$ cat src/rtl/multicycle_ctrl.sv
// Multicycle MIPS control FSM: sequences fetch/decode/execute/memory/writeback
// over a shared memory with a ready handshake; outputs decode from state and op.
module multicycle_ctrl #(
  parameter int OPW = 6,
  parameter int STW = 4
) (
  input  logic           clk,
  input  logic           reset,
  input  logic [OPW-1:0] op,
  input  logic           mem_ready,
  output logic           mem_req,
  output logic           iord,
  output logic           irwrite,
  output logic           pcwrite,
  output logic           branch,
  output logic           bne,
  output logic [1:0]     pcsrc,
  output logic           alusrca,
  output logic [1:0]     alusrcb,
  output logic [1:0]     aluop,
  output logic [1:0]     regdst,
  output logic           memtoreg,
  output logic           regwrite,
  output logic           memwrite,
  output logic           jal,
  output logic           lb,
  output logic           sb,
  output logic           illegal,
  output logic [STW-1:0] state
);

  localparam logic [OPW-1:0] OP_R    = OPW'(6'b000000);
  localparam logic [OPW-1:0] OP_LW   = OPW'(6'b100011);
  localparam logic [OPW-1:0] OP_SW   = OPW'(6'b101011);
  localparam logic [OPW-1:0] OP_LB   = OPW'(6'b100000);
  localparam logic [OPW-1:0] OP_SB   = OPW'(6'b101000);
  localparam logic [OPW-1:0] OP_BEQ  = OPW'(6'b000100);
  localparam logic [OPW-1:0] OP_BNE  = OPW'(6'b000101);
  localparam logic [OPW-1:0] OP_ADDI = OPW'(6'b001000);
  localparam logic [OPW-1:0] OP_SLTI = OPW'(6'b001010);
  localparam logic [OPW-1:0] OP_J    = OPW'(6'b000010);
  localparam logic [OPW-1:0] OP_JAL  = OPW'(6'b000011);

  typedef enum logic [STW-1:0] {
    FETCH   = STW'(0),
    DECODE  = STW'(1),
    MEMADR  = STW'(2),
    MEMRD   = STW'(3),
    MEMWB   = STW'(4),
    MEMWR   = STW'(5),
    EXEC    = STW'(6),
    ALUWB   = STW'(7),
    BRANCH  = STW'(8),
    IEXEC   = STW'(9),
    IWB     = STW'(10),
    JUMP    = STW'(11),
    JALS    = STW'(12),
    ILLEGAL = STW'(13)
  } state_t;

  state_t st, nx;

  always_ff @(posedge clk or negedge reset) begin
    if (!reset) st <= FETCH;
    else        st <= nx;
  end

  always_comb begin
    nx       = st;
    mem_req  = 1'b0;
    iord     = 1'b0;
    irwrite  = 1'b0;
    pcwrite  = 1'b0;
    branch   = 1'b0;
    bne      = 1'b0;
    pcsrc    = 2'b00;
    alusrca  = 1'b0;
    alusrcb  = 2'b00;
    aluop    = 2'b00;
    regdst   = 2'b00;
    memtoreg = 1'b0;
    regwrite = 1'b0;
    memwrite = 1'b0;
    jal      = 1'b0;
    lb       = 1'b0;
    sb       = 1'b0;
    illegal  = 1'b0;
    state    = st;
    case (st)
      FETCH: begin
        mem_req = 1'b1;
        alusrcb = 2'b01;
        irwrite = mem_ready;
        pcwrite = mem_ready;
        if (mem_ready) nx = DECODE;
      end
      DECODE: begin
        alusrcb = 2'b11;
        unique case (op)
          OP_R:                       nx = EXEC;
          OP_LW, OP_SW, OP_LB, OP_SB: nx = MEMADR;
          OP_BEQ, OP_BNE:             nx = BRANCH;
          OP_ADDI, OP_SLTI:           nx = IEXEC;
          OP_J:                       nx = JUMP;
          OP_JAL:                     nx = JALS;
          default:                    nx = ILLEGAL;
        endcase
      end
      MEMADR: begin
        alusrca = 1'b1;
        alusrcb = 2'b10;
        nx = (op == OP_LW || op == OP_LB) ? MEMRD : MEMWR;
      end
      MEMRD: begin
        mem_req = 1'b1;
        iord    = 1'b1;
        lb      = (op == OP_LB);
        if (mem_ready) nx = MEMWB;
      end
      MEMWB: begin
        memtoreg = 1'b1;
        regwrite = 1'b1;
        lb       = (op == OP_LB);
        nx       = FETCH;
      end
      MEMWR: begin
        mem_req  = 1'b1;
        iord     = 1'b1;
        memwrite = 1'b1;
        sb       = (op == OP_SB);
        if (mem_ready) nx = FETCH;
      end
      EXEC: begin
        alusrca = 1'b1;
        aluop   = 2'b10;
        nx      = ALUWB;
      end
      ALUWB: begin
        regdst   = 2'b01;
        regwrite = 1'b1;
        nx       = FETCH;
      end
      BRANCH: begin
        alusrca = 1'b1;
        aluop   = 2'b01;
        pcsrc   = 2'b01;
        branch  = (op == OP_BEQ);
        bne     = (op == OP_BNE);
        nx      = FETCH;
      end
      IEXEC: begin
        alusrca = 1'b1;
        alusrcb = 2'b10;
        aluop   = (op == OP_SLTI) ? 2'b11 : 2'b00;
        nx      = IWB;
      end
      IWB: begin
        regwrite = 1'b1;
        nx       = FETCH;
      end
      JUMP: begin
        pcsrc   = 2'b10;
        pcwrite = 1'b1;
        nx      = FETCH;
      end
      // r31 takes the PC+4 already in PC while PC loads the target
      JALS: begin
        pcsrc    = 2'b10;
        pcwrite  = 1'b1;
        regdst   = 2'b10;
        regwrite = 1'b1;
        jal      = 1'b1;
        nx       = FETCH;
      end
      ILLEGAL: begin
        illegal = 1'b1;
      end
      default: nx = FETCH;
    endcase
    // reset low masks every output, not just the state register
    if (!reset) begin
      mem_req  = 1'b0;
      iord     = 1'b0;
      irwrite  = 1'b0;
      pcwrite  = 1'b0;
      branch   = 1'b0;
      bne      = 1'b0;
      pcsrc    = 2'b00;
      alusrca  = 1'b0;
      alusrcb  = 2'b00;
      aluop    = 2'b00;
      regdst   = 2'b00;
      memtoreg = 1'b0;
      regwrite = 1'b0;
      memwrite = 1'b0;
      jal      = 1'b0;
      lb       = 1'b0;
      sb       = 1'b0;
      illegal  = 1'b0;
      state    = '0;
    end
  end

endmodule

$ cat config.mk
export PLATFORM = sky130hd
export DESIGN_NAME = multicycle_ctrl
export DESIGN_NICKNAME = d
export VERILOG_FILES = /design/src/rtl/multicycle_ctrl.sv
export SDC_FILE = /design/constraint.sdc
export NUM_CORES = 1
export LEC_CHECK = 0
export CAP_MARGIN = 10
export CORE_MARGIN = 3
export CORE_UTILIZATION = 37
export CTS_CLUSTER_DIAMETER = 60
export DETAILED_ROUTE_END_ITERATION = 10
export PLACE_DENSITY = 0.73
export SYNTH_ARGS = -nofsm -noshare
export SYNTH_HDL_FRONTEND = slang
export SYNTH_SLANG_ARGS = --single-unit
$ cat constraint.sdc
create_clock -name clk -period 1.8 [get_ports clk]
set_clock_uncertainty 0.2 [all_clocks]
set_input_delay 0.36 -clock clk [delete_from_list [all_inputs] [get_ports clk]]
set_output_delay 0.36 -clock clk [all_outputs]
set_load 0.02 [all_outputs]
==> summary.txt, run 1 <==
Run status
  • Run status: did not finish
  • Failed at: global routing
  • Error Message: [ERROR DPL-0038] Utilization greater than 100%, impossible to legalize

Floorplanning
  • Row Count: 15
  • Horiz. Die Dim: 50.86 um
  • Initial core utilization: 40.89%
  • Number of primary I/O pins: 35
  • Die Y: 50.86 um

Synthesis
  • Post-synth design cell area: 744.5 um2
  • Number of enable flip-flop cells after synthesis: 0
  • Syn avg cell area: 7.090 um2
  • Number of standard cells after synthesis: 105
  • Number of different library cells in the post-synthesis netlist: 50
  • Most used DFF post-synth: sky130_fd_sc_hd__dfrtp_1
  • Asr flop ratio synth: 100.0%
  • Sequential cell area fraction in the yosys report: 13.45%
  • Count of state elements after synthesis: 4
  • Post-Syn Nets: 114
  • Count of synthesis-stage warnings from yosys: 0

STA
  • Endpoint with the least setup slack after the last repair: aluop[1]
  • Worst endpoint kind after the last repair: top-level output

Place
  • IO buf count: 34
  • Placed Cells incl. Taps: 192
  • Sum of net half-perimeters after detailed placement: 2092 um
  • Final estimated routing congestion in global placement: 0.8509

Clock tree
  • CTS hold repair buffers: 0
  • TritonCTS Buffers: 3
  • Count of clock tree sinks: 4
  • Number of buffers on the longest clock path: 2
  • CTS H-tree depth: 1
  • Clock root buffer: sky130_fd_sc_hd__clkbuf_4

Global route
  • Largest net degree at the start of global routing: 14
## repair_timing
item | in CTS
gates resized for setup | 161
setup endpoints to repair | 30
setup buffers | 12
pin swaps | 16
## synth_stat cells (2+ instances only)
master,number,area share [%]
sky130_fd_sc_hd__inv_1,2,1.0
sky130_fd_sc_hd__nor4_1,2,1.7
sky130_fd_sc_hd__clkbuf_1,2,1.0
sky130_fd_sc_hd__and3_1,4,3.4
sky130_fd_sc_hd__nor2_1,11,5.5
sky130_fd_sc_hd__buf_4,3,3.0
sky130_fd_sc_hd__nor2b_1,3,2.5
sky130_fd_sc_hd__nand2_1,10,5.0
sky130_fd_sc_hd__o21ai_0,3,2.0
sky130_fd_sc_hd__and4_1,2,2.4
sky130_fd_sc_hd__a21oi_1,6,4.0
sky130_fd_sc_hd__nand3_1,3,2.0
sky130_fd_sc_hd__buf_2,5,3.4
sky130_fd_sc_hd__dfrtp_1,4,13
sky130_fd_sc_hd__nor3b_1,2,2.0
sky130_fd_sc_hd__nand2b_1,5,4.2
sky130_fd_sc_hd__nor3_1,3,2.0
sky130_fd_sc_hd__and2_1,3,2.5
## cells by family after synthesis
family,count (synthesis),share of synthesized area [%]
simple gates,61,48.41
compound gates,23,23.03
buf+inv,13,9.916
flops,4,13.45
xor+xnor,2,2.353
mux,2,2.857
## through the flow
step,cell area (um2),setup WS [ns],TNS [ns]
after CTS,1599,-0.5967,-6.156
after detailed placement,1409,-1.199,-21.35
after global placement,1409,-1.193,-20.96
after floorplan,824.5,-0.2363,-1.264
==> run 2: changes to the inputs <==
Settings changed: CORE_AREA set to 3 3 64 66, CORE_MARGIN 3 to not set, CORE_UTILIZATION 37 to not set, CTS_CLUSTER_DIAMETER 60 to not set, DIE_AREA set to 0 0 67 69, PLACE_DENSITY 0.73 to not set, PLACE_DENSITY_LB_ADDON set to 0.15.
Clock period 1.8 ns to 2.3 ns, I/O delays scaled along.
==> run 2 against run 1 <==
  * Synthesized cell count did not move
  * The flow now finishes, with violations (negative setup slack)
  * Synthesized area did not move
==> summary.txt, run 2 <==
Setup path
  • Cell-by-cell listing of the critical path: or4b_4 > and4bb_1 > nand2_1 > a21boi_2 > buf_6
  • Required arrival time at the worst endpoint: 1.64 ns
  • Crit path DAT: 1.82 ns
  • Kind of end point of the critical path: output pin
  • Startpoint type of the worst setup path: register
  • Crit-path leading delay family: simple AND/OR/NAND/NOR gates
  • Number of buffer and inverter stages on the critical path: 1
  • Slowest stage cell, crit path: sky130_fd_sc_hd__or4b_4
  • Peak fanout along the critical path: 2
  • Setup Crit Path Kind: register to output pin
  • Crit path largest cell delay: 0.53 ns

Global route
  • Largest net degree at the start of global routing: 12
  • Number of global-route vias before repair: 1,050
  • Number of antenna violations at the first check in global routing: 0
  • Wire length of the first global-routing pass: 4961 um
  • Total congestion overflow after global routing: 0
  • Total routing resource utilization after global routing: a little over an eighth

Synthesis
  • Post-synth design cell area: 744.5 um2 (unchanged)
  • Cell taking the most area after synthesis: sky130_fd_sc_hd__dfrtp_1
  • Syn avg cell area: 7.090 um2 (unchanged)
  • Yosys top cell area share: 13.45% (unchanged)
  • Number of standard cells after synthesis: 105 (unchanged)
  • Most used DFF post-synth: sky130_fd_sc_hd__dfrtp_1
  • Sequential cell area fraction in the yosys report: 13.45% (unchanged)
  • Number of enable flip-flop cells after synthesis: 0 (unchanged)
  • Asr flop ratio synth: 100.0% (unchanged)
  • Largest cells by area after synthesis: sky130_fd_sc_hd__dfrtp_1, sky130_fd_sc_hd__nor2_1, sky130_fd_sc_hd__nand2_1
  • Count of state elements after synthesis: 4 (unchanged)
  • Post-Syn Nets: 114 (unchanged)
  • Commonest cells post-synth: sky130_fd_sc_hd__nor2_1, sky130_fd_sc_hd__nand2_1, sky130_fd_sc_hd__a21oi_1
  • Library cell with the highest instance count after synthesis: sky130_fd_sc_hd__nor2_1
  • Count of synthesis-stage warnings from yosys: 0 (unchanged)
  • Number of different library cells in the post-synthesis netlist: 50 (unchanged)

Run status
  • Run status: complete, but fails checks
  • Failing checks: negative setup slack

Clock tree
  • Count of clock tree sinks: 4 (unchanged)
  • Clock root buffer: sky130_fd_sc_hd__clkbuf_8
  • CTS H-tree depth: 1 (unchanged)
  • CTS tree: yes
  • Skew-Pair Late Insertion Delay: 0.21 ns
  • Number of buffers on the longest clock path: 2 (unchanged)
  • Clock edge transition at the registers on the reported setup and hold paths: roughly 0.030 ns
  • CTS hold repair buffers: 0 (unchanged)
  • TritonCTS Buffers: 3 (unchanged)

Floorplanning
  • Row Count: 22 (+7)
  • Initial core utilization: 20.49% (-20 points)
  • DIE AREA: 4623 um2
  • Number of primary I/O pins: 35 (unchanged)
  • Horiz. Die Dim: 67 um (+32%)
  • Die Y: 69 um (+36%)
  • Core Box Area: 3633 um2

Power
  • PnR Total Power: 1.487 mW
  • Leakage: 0.7887 nW
  • Pwr Density: 956.8 nW/um2
  • Peak VDD IR: 497.9 uV

STA
  • Post-route minimum period: 2.482 ns
  • Transition time of the tightest slew-check pin: roughly 0.38 ns
  • Final worst setup slack: -0.1818 ns
  • Period Utilization, post-route: 107.9%
  • RSZ-0062 raised after global routing: true
  • Final count of negative-setup-slack endpoints: 2
  • Final hold vios: 0
  • Worst hold slack after final layout: 0.3849 ns
  • Slew margin rel.: 73.97%
  • Peak clock frequency supported by timing: between 400 and 500 MHz
  • Fin. max-slew vios: 0

Finish
  • Antenna diodes: 0
  • Number of flip-flops in the largest register: 4
  • Largest registers: st (4)
  • Most common library cell in the layout ignoring fill and taps: sky130_fd_sc_hd__buf_4
  • Largest reg by FF count: st
  • Area growth from synthesis to layout: 108.7%
  • Filler cell count in the final layout: 394
  • Fraction of layout cells with a size suffix above 1: 53.59%
  • Layout net count: 192
  • Most frequent cells in the layout: sky130_fd_sc_hd__buf_4, sky130_fd_sc_hd__buf_6, sky130_fd_sc_hd__nor2_1, sky130_fd_sc_hd__nand2_1, sky130_fd_sc_hd__dlygate4sd2_1

Flow run
  • Max capacitance violation total: 0

Routing
  • Via density per instance: around 4.6
  • DRT iter0 DRCs: 24
  • Post-route ant nets: 0
  • Total via count in the routed design: 1,054
  • Number of iterations in the first detailed-routing pass: 4
  • DRC: 0
  • Detailed-route wire length: 3015 um
  • Post-detailed-route wirelength per cell: 13.17 um

Place
  • Sum of net half-perimeters after detailed placement: 2251 um (+7.6%)
  • IO buf count: 34 (unchanged)
  • Final estimated routing congestion in global placement: 0.8445 (-0.75%)

Hold path
  • Type of the worst min-delay path: input pin to async pin
run 2: area by class of cell:
cell class	instances	area, um2	share of cell area [%]
multi-input cells	88	663.1	42.67
clock buffers	3	41.29	2.657
inverters	2	10.01	0.6441
well taps	48	60.06	3.865
repair buffers	84	678.2	43.64
flip-flops and latches	4	101.3	6.522
run 2: path summary, 6_finish.rpt:
| kind | depth (start not counted) | startpoint | slack (ns) | to |
|---|---|---|---|---|
| worst min-delay path | 4 | reset | 0.38 | st[3] |
| max in group asynchronous | 4 | reset | 1.41 | st[3] |
| worst max register to register | 7 | st[3] | 0.59 | st[2] |
| worst max-delay path | 5 | st[1] | -0.18 | aluop[1] |
| worst min register to register | 2 | st[3] | 0.57 | st[3] |
| min in group clk | 4 | op[4] | 0.51 | st[0] |
run 2: where the power goes:
part	leakage [nW]	internal, mW	total (mW)	switching, mW
sequential	0.0501	0.105	0.136	0.0312
clock	0.0216	0.111	0.144	0.0331
combinational	0.717	0.624	1.21	0.582
total	0.789	0.840	1.49	0.647
run 2: logic make-up after synthesis:
kind of cell / share of synthesized area, %
AO/OA/AOI/OAI: 23.03
XOR/XNOR: 2.353
buffers and inverters: 9.916
flip-flops: 13.45
multiplexers: 2.857
AND/OR/NAND/NOR: 48.41
run 2: tightest hold or removal path: stages:
cell and delay, ns:
sky130_fd_sc_hd__clkdlybuf4s15_1 0.23, sky130_fd_sc_hd__buf_2 0.17, sky130_fd_sc_hd__buf_4 0.13, sky130_fd_sc_hd__buf_4 0.12
run 2: through the flow:
stage                     TNS, ns  utilization [%]  area (um2)  setup WS (ns)  std cells
final                     -0.3029            42.77        1554        -0.1818        229
after global routing      -0.5241            42.77        1554        -0.2422        229
after CTS                 -0.5934            40.32        1465        -0.2043        220
after detailed placement   -12.16            37.81        1374        -0.9485        213
after global placement     -11.69            37.81        1374        -0.9342        213
after floorplan                 0                -       762.0        0.05514        105
run 2: what timing repair did:
item | 4_1_cts | 5_1_grt
gates resized for setup | 94 | 30
cloned | 1 | 0
setup endpoints to repair | 27 | 22
pin swaps | 9 | 11
setup buffers | 3 | 9
run 2: metal layers:
metal	routed length [um]	vias to the layer above	global-route usage, %
met5	0	-	0
met4	7	0	3.378
met3	154	2	1.140
met2	1484	32	22.27
met1	1369	493	17.70
li1	-	527	-
(Power assumes the default switching activity.)
==> run 3: changes to the inputs <==
Settings changed: CAP_MARGIN 10 to 20.
==> results of run 3 <==
Same layout as run 2: the final DEF is identical, and so are final timing and power.
